### src/rtl/count_monitor_pkg.sv
// Shared event codes, default widths and the event entry layout for count_monitor.
package count_monitor_pkg;

   // Event type codes carried in the entry type field (00 never leaves the FIFO)
   localparam logic [1:0] EVT_NONE  = 2'b00;
   localparam logic [1:0] EVT_WRAP  = 2'b01;
   localparam logic [1:0] EVT_JUMP  = 2'b10;
   localparam logic [1:0] EVT_MATCH = 2'b11;

   // Default counter width, matching the upstream 4-bit counter
   localparam int DEF_W = 4;

   // Event entry as stored in the FIFO for the default counter width
   typedef struct packed {
      logic [1:0]       etype;
      logic             match;
      logic [DEF_W-1:0] value;
   } evt_entry_t;

   // Type selection with JUMP taking priority over WRAP, MATCH-only last
   function automatic logic [1:0] evt_code(input logic jump, input logic wrap);
      if (jump)
         return EVT_JUMP;
      else if (wrap)
         return EVT_WRAP;
      else
         return EVT_MATCH;
   endfunction

endpackage

### src/rtl/count_monitor_evt_fifo.sv
// Synchronous show-ahead FIFO: the head entry is always visible on dout while not empty.
module evt_fifo #(
   parameter int WIDTH = 7,
   parameter int DEPTH = 4
) (
   input  logic             clk,
   input  logic             rst,
   input  logic             push,
   input  logic [WIDTH-1:0] din,
   input  logic             pop,
   output logic [WIDTH-1:0] dout,
   output logic             full,
   output logic             empty
);

   localparam int AW = $clog2(DEPTH);

   // Pointers carry one extra bit so full and empty can be told apart
   logic [AW:0]      wr_ptr_reg;
   logic [AW:0]      rd_ptr_reg;
   logic [WIDTH-1:0] mem [DEPTH];
   logic             do_push;
   logic             do_pop;

   assign empty = (wr_ptr_reg == rd_ptr_reg);
   assign full  = (wr_ptr_reg[AW] != rd_ptr_reg[AW]) &&
                  (wr_ptr_reg[AW-1:0] == rd_ptr_reg[AW-1:0]);

   // A pop frees a slot in the same cycle, so a push into a full FIFO is accepted then
   assign do_pop  = pop && !empty;
   assign do_push = push && (!full || do_pop);

   // Pointer update; reset discards all stored entries
   always_ff @(posedge clk) begin
      if (rst) begin
         wr_ptr_reg <= '0;
         rd_ptr_reg <= '0;
      end else begin
         if (do_push)
            wr_ptr_reg <= wr_ptr_reg + 1'b1;
         if (do_pop)
            rd_ptr_reg <= rd_ptr_reg + 1'b1;
      end
   end

   // Storage write; contents need no reset since the pointers gate visibility
   always_ff @(posedge clk) begin
      if (do_push)
         mem[wr_ptr_reg[AW-1:0]] <= din;
   end

   assign dout = mem[rd_ptr_reg[AW-1:0]];

endmodule

### src/rtl/count_monitor.sv
// Watches an up-counter, classifies each transition (wrap, jump, compare match)
// and queues the resulting events for a valid/ready consumer.
module count_monitor
   import count_monitor_pkg::*;
#(
   parameter int W     = DEF_W,
   parameter int DEPTH = 4,
   parameter int WC_W  = 8
) (
   input  logic            clk,
   input  logic            rst,
   input  logic [W-1:0]    cnt_in,
   input  logic            cmp_en,
   input  logic [W-1:0]    cmp_val,
   output logic            evt_valid,
   input  logic            evt_ready,
   output logic [1:0]      evt_type,
   output logic            evt_match,
   output logic [W-1:0]    evt_value,
   output logic            overflow,
   output logic [WC_W-1:0] wrap_count
);

   // Entry layout mirrors evt_entry_t but follows the configured counter width
   typedef struct packed {
      logic [1:0]   etype;
      logic         match;
      logic [W-1:0] value;
   } entry_t;

   localparam int          EW      = $bits(entry_t);
   localparam logic [W-1:0] CNT_MAX = '1;

   logic [W-1:0]    prev_reg;
   logic            prev_valid_reg;
   logic            overflow_reg;
   logic [WC_W-1:0] wrap_count_reg;

   logic            wrap_hit;
   logic            step_hit;
   logic            hold_hit;
   logic            jump_hit;
   logic            match_hit;
   logic            evt_push;
   entry_t          entry_in;
   entry_t          head;
   logic [EW-1:0]   head_bits;
   logic            fifo_full;
   logic            fifo_empty;
   logic            evt_pop;

   // Classify the incoming sample against the previous one (modulo 2^W)
   always_comb begin
      wrap_hit  = 1'b0;
      step_hit  = 1'b0;
      hold_hit  = 1'b0;
      jump_hit  = 1'b0;
      match_hit = cmp_en && (cnt_in == cmp_val) &&
                  (!prev_valid_reg || (cnt_in != prev_reg));
      if (prev_valid_reg) begin
         wrap_hit = (prev_reg == CNT_MAX) && (cnt_in == '0);
         step_hit = (prev_reg != CNT_MAX) && (cnt_in == W'(prev_reg + 1'b1));
         hold_hit = (cnt_in == prev_reg);
         jump_hit = !wrap_hit && !step_hit && !hold_hit;
      end
      evt_push       = jump_hit || wrap_hit || match_hit;
      entry_in.etype = evt_code(jump_hit, wrap_hit);
      entry_in.match = match_hit;
      entry_in.value = cnt_in;
   end

   assign evt_pop = !fifo_empty && evt_ready;

   evt_fifo #(
      .WIDTH(EW),
      .DEPTH(DEPTH)
   ) u_fifo (
      .clk  (clk),
      .rst  (rst),
      .push (evt_push),
      .din  (entry_in),
      .pop  (evt_pop),
      .dout (head_bits),
      .full (fifo_full),
      .empty(fifo_empty)
   );

   assign head = head_bits;

   // Head fields read as zero while the FIFO is empty
   always_comb begin
      evt_valid = !fifo_empty;
      evt_type  = EVT_NONE;
      evt_match = 1'b0;
      evt_value = '0;
      if (!fifo_empty) begin
         evt_type  = head.etype;
         evt_match = head.match;
         evt_value = head.value;
      end
   end

   // Previous-sample register, sticky overflow and saturating wrap counter
   always_ff @(posedge clk) begin
      if (rst) begin
         prev_reg       <= '0;
         prev_valid_reg <= 1'b0;
         overflow_reg   <= 1'b0;
         wrap_count_reg <= '0;
      end else begin
         prev_reg       <= cnt_in;
         prev_valid_reg <= 1'b1;
         if (evt_push && fifo_full && !evt_pop)
            overflow_reg <= 1'b1;
         if (wrap_hit && (wrap_count_reg != '1))
            wrap_count_reg <= wrap_count_reg + 1'b1;
      end
   end

   assign overflow   = overflow_reg;
   assign wrap_count = wrap_count_reg;

endmodule

### config.mk
export PLATFORM = sky130hd
export DESIGN_NAME = count_monitor
export DESIGN_NICKNAME = d
export VERILOG_FILES = /design/src/rtl/count_monitor_pkg.sv /design/src/rtl/count_monitor_evt_fifo.sv /design/src/rtl/count_monitor.sv
export SDC_FILE = /design/constraint.sdc
export NUM_CORES = 1
export LEC_CHECK = 0
export CORE_MARGIN = 2
export CORE_UTILIZATION = 35
export CTS_CLUSTER_DIAMETER = 100
export DETAILED_ROUTE_END_ITERATION = 6
export PLACE_DENSITY = 0.59
export SLEW_MARGIN = 20
export SYNTH_ARGS = -nofsm -noshare
export SYNTH_HDL_FRONTEND = slang
export SYNTH_SLANG_ARGS = --single-unit
### constraint.sdc
create_clock -name clk -period 2.5 [get_ports clk]
set_input_delay 0.5 -clock clk [delete_from_list [all_inputs] [get_ports clk]]
set_output_delay 0.5 -clock clk [all_outputs]
set_load 0.01 [all_outputs]
==> Yosys cells after proc, flatten, opt, wreduce, memory -nomap -nowiden <==
Memories as Yosys holds them, arrays and structs flattened. A register that Yosys moved wholly into a read port is not among the register bits.
Index checks and enable logic that the tools add are counted.
{ "totals": {"ff_bits": 20, "latchBits": 0, "ramBits": 28, "rom_bits": 0, "input_bits": 12, "n_memories": 1} }
{ "mem_list": {"columns": ["memory", "words", "word_bits", "read_ports", "rd_ports_with_merged_regs", "write_ports", "line", "text"], "rows": [
  ["u_fifo.mem", 4, 7, 1, 1, 1, "count_monitor_evt_fifo.sv:21", "logic [WIDTH-1:0] mem [DEPTH];"]
]} }
{ "classes": {"add_sub_neg": 4, "n_mul": 0, "div_mod_pow": 0, "n_lt_le_gt_ge": 0, "n_eq_ne": 10, "n_shift": 0, "mux": 12, "bitwise": 0, "reduce_logical": 25} }
{ "ops": {"columns": ["operator", "n"], "rows": [
  ["logical AND 1 bit", 13],
  ["equality test 4 bit", 3],
  ["two-way mux 2 bit", 5],
  ["adder 8 x 1 -> 8 bit (second input constant)", 1],
  ["inequality test 8 bit (second input constant)", 1],
  ["zero test 1 bit", 7],
  ["adder 3 x 1 -> 3 bit (second input constant)", 2],
  ["two-way mux 1 bit", 6],
  ["adder 4 x 1 -> 4 bit (second input constant)", 1],
  ["equality test 4 bit (second input constant)", 1],
  ["zero test 4 bit", 1],
  ["logical OR 1 bit", 4],
  ["two-way mux 4 bit", 1],
  ["inequality test 4 bit", 1],
  ["inequality test 4 bit (second input constant)", 1],
  ["equality test 3 bit", 1],
  ["equality test 2 bit", 1],
  ["inequality test 1 bit", 1]
]} }

==> Depth between registers and ports, before layout <==
{ "logic_depth": {"depth_word": 12, "depth_mapped": 6, "ltp_nobuf": 6} }

==> Modules after synthesis <==
From an unflattened synthesis, not the netlist that was laid out.
{ "unflattened": {"hier_cells": 186, "hier_area_um2": 2399.8} }
{ "modules_own_cells": {"columns": ["mod", "n_inst", "cells_per_inst", "area_per_inst_um2", "seq_area_each_um2"], "rows": [
  ["evt_fifo", 1, 92, 1556.5, 1001.0],
  ["count_monitor", 1, 94, 843.3, 280.3]
]} }

==> Worst setup path after synthesis <==
Ideal clock, no wire load.
{ "synth_path": {"path_kind": "flip-flop to flip-flop", "from": "register prev_reg[0]", "to": "register u_fifo.wr_ptr_reg[2]", "setup_ns": 0.123, "arrival_time_ns": 2.038, "required_ns": 2.377, "slack_ns": 0.339, "path_stages_with_launch": 7, "n_path_buf": 0, "period_less_slack_ns": 2.161, "path_cell_list": "dfxtp_1 ha_1 xnor2_1 and2_1 a311o_1 a211oi_2 mux2_1"} }
{ "synth_between": {"elab_chain_cells": 10} }
{ "synth_rtl": {"columns": ["item", "line", "text"], "rows": [
  ["start, declared", "count_monitor.sv:34", "logic [W-1:0] prev_reg;"],
  ["start signal, assigned", "count_monitor.sv:111", "prev_reg <= cnt_in;"],
  ["adder 4 x 1 -> 4 bit", "count_monitor.sv:62", "step_hit = (prev_reg != CNT_MAX) && (cnt_in == W'(prev_reg + 1'b1));"],
  ["equality test 4 bit", "count_monitor.sv:62", null],
  ["logical AND 1 bit", "count_monitor.sv:62", null],
  ["zero test 1 bit", "count_monitor.sv:64", "jump_hit = !wrap_hit && !step_hit && !hold_hit;"],
  ["logical AND 1 bit (2 in a row)", "count_monitor.sv:64", null],
  ["two-way mux 1 bit", "count_monitor.sv:60", "if (prev_valid_reg) begin"],
  ["logical OR 1 bit", "count_monitor.sv:66", "evt_push = jump_hit || wrap_hit || match_hit;"],
  ["logical OR 1 bit *", "count_monitor.sv:66", null],
  ["logical AND 1 bit *", "count_monitor_evt_fifo.sv:31", "assign do_push = push && (!full || do_pop);"],
  ["end signal, assigned", "count_monitor_evt_fifo.sv:40", "wr_ptr_reg <= wr_ptr_reg + 1'b1;"],
  ["end, declared", "count_monitor_evt_fifo.sv:19", "logic [AW:0] wr_ptr_reg;"]
]} }
Mark *: on every way between the ends. The rest lies on a longest branch, timed or not.
A chain may end at the register's enable or synchronous reset.

==> metrics.log <==
INFO  metric fin_worst_skew = 0.0114 ns
INFO  metric ios = 29
INFO  metric grt_max_degree = 18
INFO  metric synth_flop_cell = sky130_fd_sc_hd__edfxtp_1
INFO  metric syn-num-nets = 195
INFO  metric hp-class = reg2reg
INFO  metric first_global_vias = 1,442
INFO  metric antenna-diode-count = 0
INFO  metric post_synth_instance_area = 2230 sq um
INFO  metric synth_top_family_by_area = simple AND/OR/NAND/NOR gates
INFO  metric vias_after_detailed_routing = 1,446
INFO  metric async_set_or_reset_register_ratio_after_synthesis = 0%
INFO  metric status = finished, final reports clean
INFO  metric pwr-share-seq = 48.9%
INFO  metric antenna_found_initial = 0
INFO  metric muxShareOfSynthArea = 8.96%
INFO  metric finalNonFillerCells = 308
INFO  metric worst_skew_pair.late_latency = 0.31 ns
INFO  metric criticalPathCategory = reg2out
INFO  metric antenna_left = 0
INFO  metric timing.final.ws_setup = 0.0908 ns
INFO  metric grt_first_pass_wirelength = 7.09 mm
INFO  metric drc = 0
INFO  metric worst_pin_slew = 0.722 ns
INFO  metric synth_edf_count = 28
INFO  metric xor_xnor_cell_area_share_of_the_yosys_netlist = 8.24%
INFO  metric wl_met1 = 2.07 mm
INFO  metric maxSlewViolCount = 0
INFO  metric yosys.area_share.simple = 15.9%
INFO  metric final_hold_viol_count = 0
INFO  metric cts_buffer_depth = 2
INFO  metric floorplan.core_area = 6280 sq um
INFO  metric cellLeakagePower = 0.00105 uW
INFO  metric ir_worst_vdd = 0.310 mV
INFO  metric final_period_minus_worst_setup_slack = 2.41 ns
INFO  metric postRouteWirelength = 4.25 mm
INFO  metric gr-total-overflow = 0
INFO  metric synth-compound-area-share = 3.75%
INFO  metric slew-limit-headroom = 51.5%
INFO  metric dp.cells = 300
INFO  metric top_layer_used = met4
INFO  metric pwr_density_cell = 686 nW/um^2
INFO  metric routabilityCongestion = 0.785
INFO  metric synth_warnings = 0
INFO  metric worst_hold_slack = 0.457 ns
INFO  metric max_h_tree_level = 2
INFO  metric port_buffers = 28
INFO  metric gr-usage-all-layers = 12.9%
INFO  metric post_drt_via_cell_ratio = 4.69
INFO  metric met2_length = 2.03 mm
INFO  metric timing.critical_path.required = 2.00 ns
INFO  metric report.final.setup_viol = 0
INFO  metric totalPowerFinal = 1970 uW
INFO  metric clk_root_buffer_cell = sky130_fd_sc_hd__clkbuf_8
INFO  metric iteration_0_drc_count_of_the_detailed_router = 140
INFO  metric crit_path_end_kind = output port
INFO  metric synth.yosys.seq_area_share = 57.4%
INFO  metric internal_power = 1430 uW
INFO  metric clkPwrFrac = 24.1%
INFO  metric dp_worst_setup_slack = -0.165 ns
INFO  metric setup-tns-final = 0 ns
INFO  metric cts_buffers = 5
INFO  metric post_route_cells_drive_above_1_share = 18.2%
INFO  metric dpl.hpwl = 3.18 mm
INFO  metric cts_tree = built
INFO  metric ys_ff_latch = 50
INFO  metric fmax = 415 MHz
INFO  metric max_cap_viol_count = 0
INFO  metric areaGrowthSynthToFinish = 28.5%
INFO  metric synth-adder-area-share = 3.92%
INFO  metric path_max_fanout = 7
INFO  metric met3_wirelength = 86 microns
INFO  metric die_w = 83.9 microns
INFO  metric clock-sinks = 50
INFO  metric unrepaired_setup_endpoints_after_global_routing = false
INFO  metric post_synth_num_cell_types = 36
INFO  metric syn-instance-count = 176
INFO  metric nets = 249
INFO  metric net-switching-power = 534 uW
INFO  metric die-height = 83.9 microns
INFO  metric netSwitchingFraction = 27.1%
INFO  metric initial_utilization = 35.6%
INFO  metric clk_pin_slew = 0.10 ns
INFO  metric syn_avg_cell_area = 12.7 sq um
INFO  metric period_share = 96.4%
INFO  metric drt-wirelength-per-cell = 13.8 microns
INFO  metric drtPass1Iterations = 4
INFO  metric worstPathArrival = 1.91 ns
INFO  metric startpoint_type = register
INFO  metric p_comb_share = 27.0%
INFO  metric std_cell_rows = 29
INFO  metric largest_register_ffs = 28
INFO  metric die_area = 7040 sq um
[worst paths after layout]
path                                             start                         end  slack, ns  depth (start not counted)
worst max-delay path                          register                evt_value[1]       0.09                          4
worst max register to register  prev_reg[0]$_SDFF_PP0_  u_fifo.mem[2][6]$_DFFE_PP_       0.32                          6
worst min register to register   overflow$_SDFFE_PP0P_       overflow$_SDFFE_PP0P_       0.46                          2
worst min-delay path             overflow$_SDFFE_PP0P_       overflow$_SDFFE_PP0P_       0.46                          2
[routing by layer]
metal,track usage (%),vias up
li1,-,737
met1,17.4,686
met2,20.6,16
met3,2.67,7
met4,4.84,0
met5,0,-
[final cells by class]
type,count,area [sq um]
Fill cell,575,3410
Multi-Input combinational cell,115,911
Sequential cell,50,1280
Clock buffer,5,68.8
Tap cell,77,96.3
Timing Repair Buffer,51,462
Clock inverter,3,23.8
Inverter,7,26.3
[stage by stage]
| stage | utilization [%] | area [sq um] |
|---|---|---|
| 5_1_grt | 45.7 | 2870 |
| 3_5_place_dp | 44.1 | 2770 |
| 6_report | 45.7 | 2870 |
| 3_3_place_gp | 44.1 | 2770 |
| 2_1_floorplan | - | 2230 |
| 4_1_cts | 45.6 | 2860 |
[power groups by stage]
stage               sequential (uW)  combinational (uW)  clock [uW]
floorplan                       964                 291           0
global placement                979                 533           0
detailed placement              979                 541           0
CTS                             961                 544         492
global route                    967                 584         530
finish                          962                 531         474
[Yosys cell counts (all sizes together) (2+ instances only)]
cell,instances,area (sq um)
edfxtp,28,841
xnor2,14,123
nor2,14,52.6
inv,7,26.3
nor4,3,18.8
nor3,3,15.0
xor2,7,61.3
dfxtp,22,440
mux4,7,158
nand2,11,41.3
clkbuf,3,11.3
and2,11,68.8
nor3b,2,20.0
nand4,2,18.8
nand3,7,35.0
mux2i,2,20.0
nor2b,7,43.8
ha,7,87.6
mux2,2,22.5
a21oi,4,23.8
[cell families after synthesis]
group / count (synthesis)
AO/OA/AOI/OAI: 11
flip-flops: 50
multiplexers: 11
AND/OR/NAND/NOR: 65
adder cells (fa/ha/maj): 7
XOR/XNOR: 21
buffers and inverters: 11
[timing repair]
item                                    4_1_cts  5_1_grt
buffers inserted                              0        0
hold buffers                                  0        0
gates resized for setup                       0        3
endpoints found under the setup margin        0        7
[cells in the final DEF, fill, tap and decap left out, types with 2 or more instances in the layout]
master and count:
sky130_fd_sc_hd__nor2_1 14, sky130_fd_sc_hd__mux2_1 2, sky130_fd_sc_hd__dfxtp_1 22, sky130_fd_sc_hd__clkbuf_8 5
sky130_fd_sc_hd__and2_1 11, sky130_fd_sc_hd__nor4_1 3, sky130_fd_sc_hd__clkinvlp_4 2, sky130_fd_sc_hd__xor2_1 7
sky130_fd_sc_hd__ha_1 7, sky130_fd_sc_hd__dlymetal6s2s_1 2, sky130_fd_sc_hd__nor3_1 3, sky130_fd_sc_hd__xnor2_1 14
sky130_fd_sc_hd__nor2b_1 7, sky130_fd_sc_hd__buf_4 22, sky130_fd_sc_hd__mux4_2 7, sky130_fd_sc_hd__mux2i_1 2
sky130_fd_sc_hd__clkdlybuf4s50_1 26, sky130_fd_sc_hd__edfxtp_1 28, sky130_fd_sc_hd__nand3_1 7, sky130_fd_sc_hd__inv_1 7
sky130_fd_sc_hd__nand2_1 11, sky130_fd_sc_hd__a21oi_1 3
[critical path, stage by stage (launching register included)]
cell,delay (ns)
sky130_fd_sc_hd__dfxtp_1,0.33
sky130_fd_sc_hd__buf_6,0.15
sky130_fd_sc_hd__mux4_2,0.49
sky130_fd_sc_hd__and2_1,0.17
sky130_fd_sc_hd__clkdlybuf4s50_1,0.47
No activity file was read; power rests on OpenSTA's default activity.
